## src/rtl/res_stream_out_pkg.sv

```systemverilog
// rtl/res_stream_out_pkg.sv - shared coprocessor constants and result-stream FSM encodings
package res_stream_out_pkg;

  localparam int width          = 8;
  localparam int RES_depth_bits = 6;
  localparam int M              = 64;
  localparam int AXIS_width     = 32;

  typedef logic [1:0] state_t;

  localparam state_t ST_IDLE   = 2'd0;
  localparam state_t ST_STREAM = 2'd1;
  localparam state_t ST_FINISH = 2'd2;

endpackage

```

## src/rtl/res_skid_fifo.sv

```systemverilog
// rtl/res_skid_fifo.sv - two-entry {last, data} buffer between RES_RAM reads and the AXIS master
module res_skid_fifo #(
  parameter int data_width = 8
) (
  input  logic                  clk,
  input  logic                  reset,
  input  logic                  push,
  input  logic                  push_last,
  input  logic [data_width-1:0] push_data,
  input  logic                  pop,
  output logic                  head_last,
  output logic [data_width-1:0] head_data,
  output logic [1:0]            occ
);

  logic [data_width:0] mem [2];
  logic                wr_ptr;
  logic                rd_ptr;

  // Ring of two entries; the caller never pushes when full nor pops when empty
  always_ff @(posedge clk) begin
    if (reset) begin
      mem[0] <= '0;
      mem[1] <= '0;
      wr_ptr <= 1'b0;
      rd_ptr <= 1'b0;
      occ    <= 2'd0;
    end else begin
      if (push) begin
        mem[wr_ptr] <= {push_last, push_data};
        wr_ptr      <= ~wr_ptr;
      end
      if (pop) begin
        rd_ptr <= ~rd_ptr;
      end
      case ({push, pop})
        2'b10:   occ <= occ + 2'd1;
        2'b01:   occ <= occ - 2'd1;
        default: occ <= occ;
      endcase
    end
  end

  assign {head_last, head_data} = mem[rd_ptr];

endmodule

```

## src/rtl/res_stream_out.sv

```systemverilog
// rtl/res_stream_out.sv - streams the M result bytes from RES_RAM out on the AXIS master port
module res_stream_out #(
  parameter int width          = res_stream_out_pkg::width,
  parameter int RES_depth_bits = res_stream_out_pkg::RES_depth_bits,
  parameter int M              = res_stream_out_pkg::M,
  parameter int AXIS_width     = res_stream_out_pkg::AXIS_width
) (
  input  logic                      clk,
  input  logic                      reset,
  input  logic                      Done,
  output logic                      RES_read_en,
  output logic [RES_depth_bits-1:0] RES_read_address,
  input  logic [width-1:0]          RES_read_data_out,
  output logic                      M_AXIS_TVALID,
  output logic [AXIS_width-1:0]     M_AXIS_TDATA,
  output logic                      M_AXIS_TLAST,
  input  logic                      M_AXIS_TREADY,
  output logic                      busy,
  output logic                      stream_done
);

  import res_stream_out_pkg::*;

  // rd_cnt must reach M itself, so it carries one bit more than the address
  localparam int CW = RES_depth_bits + 1;
  localparam logic [CW-1:0]             RD_END  = CW'(M);
  localparam logic [CW-1:0]             RD_LAST = CW'(M - 1);
  localparam logic [RES_depth_bits-1:0] TX_LAST = RES_depth_bits'(M - 1);

  state_t                    state;
  logic                      done_q;
  logic [CW-1:0]             rd_cnt;
  logic [RES_depth_bits-1:0] tx_cnt;
  logic                      inflight;
  logic                      inflight_last;
  logic [1:0]                occ;
  logic                      head_last;
  logic [width-1:0]          head_data;
  logic                      trigger;
  logic                      pop;
  logic                      issue;

  assign trigger = Done & ~done_q;
  assign M_AXIS_TVALID = (occ != 2'd0);
  assign pop = M_AXIS_TVALID & M_AXIS_TREADY;

  // A read may be issued only if its data is sure to find a free slot when it returns
  assign issue = (state == ST_STREAM) && (rd_cnt < RD_END) &&
                 (({1'b0, occ} + {2'b00, inflight}) < (3'd2 + {2'b00, pop}));

  assign RES_read_en      = issue;
  assign RES_read_address = rd_cnt[RES_depth_bits-1:0];
  assign M_AXIS_TDATA     = AXIS_width'(head_data);
  assign M_AXIS_TLAST     = M_AXIS_TVALID & head_last;
  assign busy             = (state == ST_STREAM);
  assign stream_done      = (state == ST_FINISH);

  // Registered copy of Done so only its rising edge starts a stream
  always_ff @(posedge clk) begin
    if (reset) begin
      done_q <= 1'b0;
    end else begin
      done_q <= Done;
    end
  end

  // Read-pipeline tracking: the RAM answers one cycle after each issued read
  always_ff @(posedge clk) begin
    if (reset) begin
      inflight      <= 1'b0;
      inflight_last <= 1'b0;
    end else begin
      inflight      <= issue;
      inflight_last <= issue && (rd_cnt == RD_LAST);
    end
  end

  // Stream FSM with read and accepted-beat counters
  always_ff @(posedge clk) begin
    if (reset) begin
      state  <= ST_IDLE;
      rd_cnt <= '0;
      tx_cnt <= '0;
    end else begin
      case (state)
        ST_IDLE: begin
          if (trigger) begin
            state  <= ST_STREAM;
            rd_cnt <= '0;
            tx_cnt <= '0;
          end
        end
        ST_STREAM: begin
          if (issue) begin
            rd_cnt <= rd_cnt + CW'(1);
          end
          if (pop) begin
            if (tx_cnt == TX_LAST) begin
              state <= ST_FINISH;
            end else begin
              tx_cnt <= tx_cnt + RES_depth_bits'(1);
            end
          end
        end
        ST_FINISH: begin
          state <= ST_IDLE;
        end
        default: begin
          state <= ST_IDLE;
        end
      endcase
    end
  end

  res_skid_fifo #(
    .data_width (width)
  ) u_fifo (
    .clk       (clk),
    .reset     (reset),
    .push      (inflight),
    .push_last (inflight_last),
    .push_data (RES_read_data_out),
    .pop       (pop),
    .head_last (head_last),
    .head_data (head_data),
    .occ       (occ)
  );

endmodule

```

## config.mk

```make
export PLATFORM = sky130hd
export DESIGN_NAME = res_stream_out
export DESIGN_NICKNAME = d
export VERILOG_FILES = /design/src/rtl/res_stream_out_pkg.sv /design/src/rtl/res_skid_fifo.sv /design/src/rtl/res_stream_out.sv
export SDC_FILE = /design/constraint.sdc
export NUM_CORES = 1
export LEC_CHECK = 0
export ABC_AREA = 1
export BUFFER_PORTS_ARGS = -buffer_cell sky130_fd_sc_hd__buf_4
export CORE_MARGIN = 3
export CORE_UTILIZATION = 30
export CTS_BUF_LIST = sky130_fd_sc_hd__clkbuf_8 sky130_fd_sc_hd__clkbuf_16
export DETAILED_ROUTE_END_ITERATION = 8
export HOLD_SLACK_MARGIN = 0.12
export SKIP_CTS_REPAIR_TIMING = 1
export SYNTH_ARGS = -nofsm -noshare
export SYNTH_HDL_FRONTEND = slang
export SYNTH_SLANG_ARGS = --single-unit
```

## constraint.sdc

```tcl
create_clock -name clk -period 3 [get_ports clk]
set_input_delay 0.75 -clock clk [delete_from_list [all_inputs] [get_ports clk]]
set_output_delay 0.75 -clock clk [all_outputs]
set_load 0.005 [all_outputs]
```

==> Yosys cells after proc, flatten, opt, wreduce, memory -nomap -nowiden <==
Memories as Yosys holds them, arrays and structs flattened. A register that Yosys moved wholly into a read port is not among the register bits.
Index checks and enable logic that the tools add are counted.
{ "word_totals": {"regBits": 22, "latchBits": 0, "ramBits": 18, "romBits": 0, "input_bits": 12, "out_inout_bits": 43, "wordCells": 68, "mem_count": 1} }
{ "mem_list": {"columns": ["memory", "depth", "word_bits", "rd", "rd_ports_with_merged_regs", "wr", "line", "rtl"], "rows": [
  ["u_fifo.mem", 2, 9, 1, 1, 2, "res_skid_fifo.sv:16", "logic [data_width:0] mem [2];"]
]} }
{ "classes": {"add_sub_neg": 6, "multipliers": 0, "n_div": 0, "order_cmp": 2, "eq_ne": 11, "shifts": 0, "muxes": 22, "n_bitwise": 6, "n_reduce_logical": 11} }
{ "ops": {"columns": ["operator", "count"], "rows": [
  ["6-bit two-way mux", 3],
  ["7-bit two-way mux", 2],
  ["7-bit case mux with 2 select lines", 1],
  ["6-bit case mux with 2 select lines", 1],
  ["1-bit two-way mux", 9],
  ["9-bit two-way mux", 1],
  ["9-bit OR reduction", 1],
  ["2-bit case mux with 2 select lines", 2],
  ["7-bit by 1-bit adder with 7-bit output, second input constant", 1],
  ["7-bit by 6-bit == test with 1-bit output, second input constant", 1],
  ["7-bit < comparator, second input constant", 1],
  ["6-bit by 1-bit adder with 6-bit output, second input constant", 1],
  ["6-bit == test, second input constant", 1],
  ["2-bit two-way mux", 3],
  ["2-bit by 1-bit != test with 1-bit output, second input constant", 3],
  ["3-bit AND reduction", 2],
  ["2-bit nonzero test", 3],
  ["2-bit by 1-bit == test with 1-bit output, second input constant", 2],
  ["2-bit == test, second input constant", 2],
  ["2-bit != test, second input constant", 2],
  ["4-bit AND reduction", 1],
  ["2-bit by 1-bit adder with 3-bit output", 1],
  ["2-bit by 1-bit adder with 3-bit output, first input constant", 1],
  ["1-bit bitwise AND", 3],
  ["other kinds (6)", 10]
]} }

==> Logic depth before layout (Yosys ltp) <==
{ "logic_depth": {"depth_word": 7, "ltp_mapped": 9, "depth_no_buf": 9} }

==> Modules after synthesis <==
A second synthesis with hierarchy kept.
{ "unflattened": {"hier_cells": 272, "area_unflattened_um2": 2290.9} }
{ "modules_own_cells": {"columns": ["mod", "instances", "cells_each", "area_each_um2", "seq_area_each_um2"], "rows": [
  ["res_stream_out", 1, 184, 1266.2, 360.3],
  ["res_skid_fifo", 1, 88, 1024.7, 640.6]
]} }

==> Worst setup path after synthesis <==
OpenSTA, ideal clock, no wires.
{ "synth_timing": {"path_kind": "reg2out", "startpoint": "register u_fifo.occ[0]", "endpoint": "output RES_read_en", "t_arrival_ps": 1089, "required_time_ps": 2250, "setup_slack_ps": 1161, "stages_incl_launch_ff": 6, "path_buffers": 0, "path_cell_list": "dfxtp_1 -> ha_1 -> ha_1 -> nor3_4 -> nand2_4 -> inv_1"} }
{ "synth_via": {"elab_chain_cells": 5, "word_cells_on_any_way": 6, "classes_between": "2 x add/sub; 1 x order compare; 1 x bitwise; 2 x reduce/logical"} }
{ "synth_rtl": {"columns": ["item", "line", "rtl"], "rows": [
  ["start, declared", "res_skid_fifo.sv:13", "output logic [1:0] occ"],
  ["start signal, assigned", "res_skid_fifo.sv:37", "2'b10: occ <= occ + 2'd1;"],
  ["start signal, assigned", "res_skid_fifo.sv:38", "2'b01: occ <= occ - 2'd1;"],
  ["2-bit nonzero test", "res_stream_out.sv:44", "assign M_AXIS_TVALID = (occ != 2'd0);"],
  ["1-bit bitwise AND", "res_stream_out.sv:45", "assign pop = M_AXIS_TVALID & M_AXIS_TREADY;"],
  ["2-bit by 1-bit adder with 3-bit output", "res_stream_out.sv:49", "(({1'b0, occ} + {2'b00, inflight}) < (3'd2 + {2'b00, pop}));"],
  ["3-bit < comparator *", "res_stream_out.sv:49", null],
  ["1-bit logical AND *", "res_stream_out.sv:48", "assign issue = (state == ST_STREAM) && (rd_cnt < RD_END) &&"],
  ["end, declared", "res_stream_out.sv:11", "output logic RES_read_en,"]
]} }
Every way passes the cells marked *; elsewhere a longest branch is shown, timed or not.

==> Worst setup path in the final report <==
Ends and elaborated chain as after synthesis.

==> impl_metrics.csv <==
group,metric,value,unit
cells_and_area,post_route_cells_drive_above_1_share,0.165,
pwr,power.density,600,nW/um^2
synth,synth_ff_type,"dfxtp_1",
setup_path,path_class,"flip-flop to output pin",
setup_path,cp_data_required_time,2.25,ns
die,io_pins,55,
synth,yosys_register_bits,41,
synth,synth_top_area_share,0.237,
route,vias,1756,
pwr,comb_power_share,0.275,
timing,slew_violations,0,
placement,post_dp_cell_area,2480,sq um
synth,ys_types,32,
synth,syn_avg_cell_area,7.76,sq um
die,die_height,93.2,um
cells_and_area,final_util,0.353,
placement,dp_slack,0.899,ns
worst_hold_path,hold_depth,1,
cts,cts_made_buffers,5,
route,vias_per_cell,4.17,
placement,gp_routability_congestion,0.828,
setup_path,crit_arrival,1.56,ns
timing,period_minus_slack,2.31,ns
cts,tritoncts,"yes",
pwr,clkPwrFrac,0.278,
timing,hold_viol_final,0,
route,drt-initial-drc-count,40,
grt,overflow,0,
synth,syn_area,2280,sq um
cells_and_area,num_antenna_cells,0,
synth,synth_common_cells,"nand2_1, nor2_1, inv_1, buf_4, dfxtp_1",
grt,grt_pass1_wl,7580,um
setup_path,regToRegSetupSlack,1.49,ns
cts,htree_levels,2,
setup_path,endpoint_kind,"output pin",
timing,final.setup.tns,0,ns
grt,grt_max_degree,14,
cts,clkSinkCount,41,
pwr,cellInternalPower,0.00105,W
route,routed_wl,4730,um
cts,clock_latency,0.29,ns
route,ant_nets,0,
pwr,power,0.00155,W
timing,period_share,0.769,
route,route.detailed.drc,0,
cells_and_area,fin_area,2590,sq um
die,start_util,0.311,
route,wl_per_cell,11.2,um
die,row_count,31,
cells_and_area,final_net_count,338,
setup_path,start_kind,"flip-flop",
grt,grt.total_usage,0.109,
synth,synth.area.top_cells,"edfxtp_1, dfxtp_1, nand2_1",
synth,yosys.area.top_type,"edfxtp_1",
synth,synthCells,294,
die,dieArea,8690,sq um
timing,fmax,434,MHz
synth,yosysSeqAreaShare,0.439,
grt,antenna_found_initial,0,
timing,rsz0062_at_grt,"false",
synth,synth_enable_flop_cells,18,
synth,ys_async_sr_fraction,0,
pwr,p_leak,1.20,nW
worst_hold_path,hold_class,"flip-flop to flip-flop",
timing,fin_skew,0.00569,ns
cts,clock_path_buffers,2,
timing,setup_viol,0,
placement,hpwlAfterDp,3610,um
die,fp.coreArea,7330,sq um
synth,synth_most_common_cell,"nand2_1",
pwr,p_sw,0.000500,W
cells_and_area,area_growth,13.5,%
setup_path,worstPathMaxFanout,8,
synth,yosys_warnings,0,
pwr,p_seq_frac,0.448,
die,die_x,93.2,um
pwr,p_sw_frac,0.322,
cts,clk_pin_slew,0.08,ns
timing,postLayoutSetupSlackWorst,0.693,ns
route,firstDrtPassIters,4,
placement,io_buffers,30,
job,max_cap_viol_count,0,
setup_path,r2r_cells,7,
cts,clockRootBuffer,"clkbuf_8",
status,outcome,"finished clean",
grt,first_global_vias,1623,
pwr,ir_drop,289,uV
[worst paths after layout]
kind | startpoint | to
worst max-delay path | u_fifo.occ[0]$_SDFFE_PP0P_ | RES_read_en
worst max register to register | u_fifo.occ[0]$_SDFFE_PP0P_ | u_fifo.occ[1]$_SDFFE_PP0P_
worst min-delay path | u_fifo.rd_ptr$_SDFFE_PP0N_ | u_fifo.rd_ptr$_SDFFE_PP0N_
worst min register to register | u_fifo.rd_ptr$_SDFFE_PP0N_ | u_fifo.rd_ptr$_SDFFE_PP0N_
[critical path, cell delays in order (launching register included)]
cell and delay (ns):
dfxtp_1 0.37, ha_1 0.20, ha_1 0.21, nor3_4 0.20
nand2_4 0.11, inv_1 0.08, buf_4 0.10
[power groups by stage]
stage,registers (W),clock network [W],logic [W]
final,0.000696,0.000432,0.000427
after global routing,0.000706,0.000467,0.000488
after CTS,0.000697,0.000442,0.000434
after detailed placement,0.000709,0,0.000432
after global placement,0.000707,0,0.000424
after floorplan,0.000686,0,0.000320
[layer usage]
metal / share of wire / global-route usage / vias up
met5: 0 / 0 / -
li1: - / - / 933
met3: 0.048 / 0.0217 / 2
met1: 0.45 / 0.141 / 776
met4: 0.0053 / 0.0293 / 0
met2: 0.49 / 0.185 / 45
[metrics by stage]
| stage | hold slack [ns] | instances |
|---|---|---|
| global placement | 0.436 | 413 |
| CTS | 0.461 | 421 |
| detailed placement | 0.443 | 413 |
| floorplan | 0.425 | 317 |
| finish | 0.463 | 421 |
| global route | 0.474 | 421 |
[cells by family after synthesis]
logic type,Yosys count,synth area share
compound gates,27,0.0663
xor+xnor,1,0.00384
fa+ha+maj,5,0.0274
buf+inv,69,0.163
flops,41,0.439
other cells,1,0.00164
simple gates,150,0.299
[state kept, by name, indices dropped and copies added (netlist names), named ones only]
register,count
u_fifo.occ,2
state,2
inflight_last,1
done_q,1
tx_cnt,6
u_fifo.wr_ptr,1
rd_cnt,7
inflight,1
u_fifo.rd_ptr,1
u_fifo.mem,18
[layout make-up]
cell class | count | area, sq um
clock inverters | 3 | 38.8
clock buffers | 5 | 68.8
flip-flops and latches | 41 | 1000
repair buffers | 31 | 233
multi-input cells | 207 | 995
inverters | 35 | 131
fillers | 791 | 4740
well taps | 99 | 124
[cells in the final DEF, fill, tap and decap left out, drive strengths merged]
cell type / count
o21ai: 9
clkbuf: 5
ha: 5
nand2: 80
o21bai: 1
edfxtp: 18
nand3b: 1
nor3: 1
bufinv: 1
or2: 1
dfxtp: 23
nand3: 22
inv: 35
nor2: 41
xor2: 1
a21oi: 16
buf: 31
conb: 24
nand4: 1
clkinv: 2
a22oi: 1
nor4: 1
nor3b: 2
No activity file was read; power rests on OpenSTA's default activity.
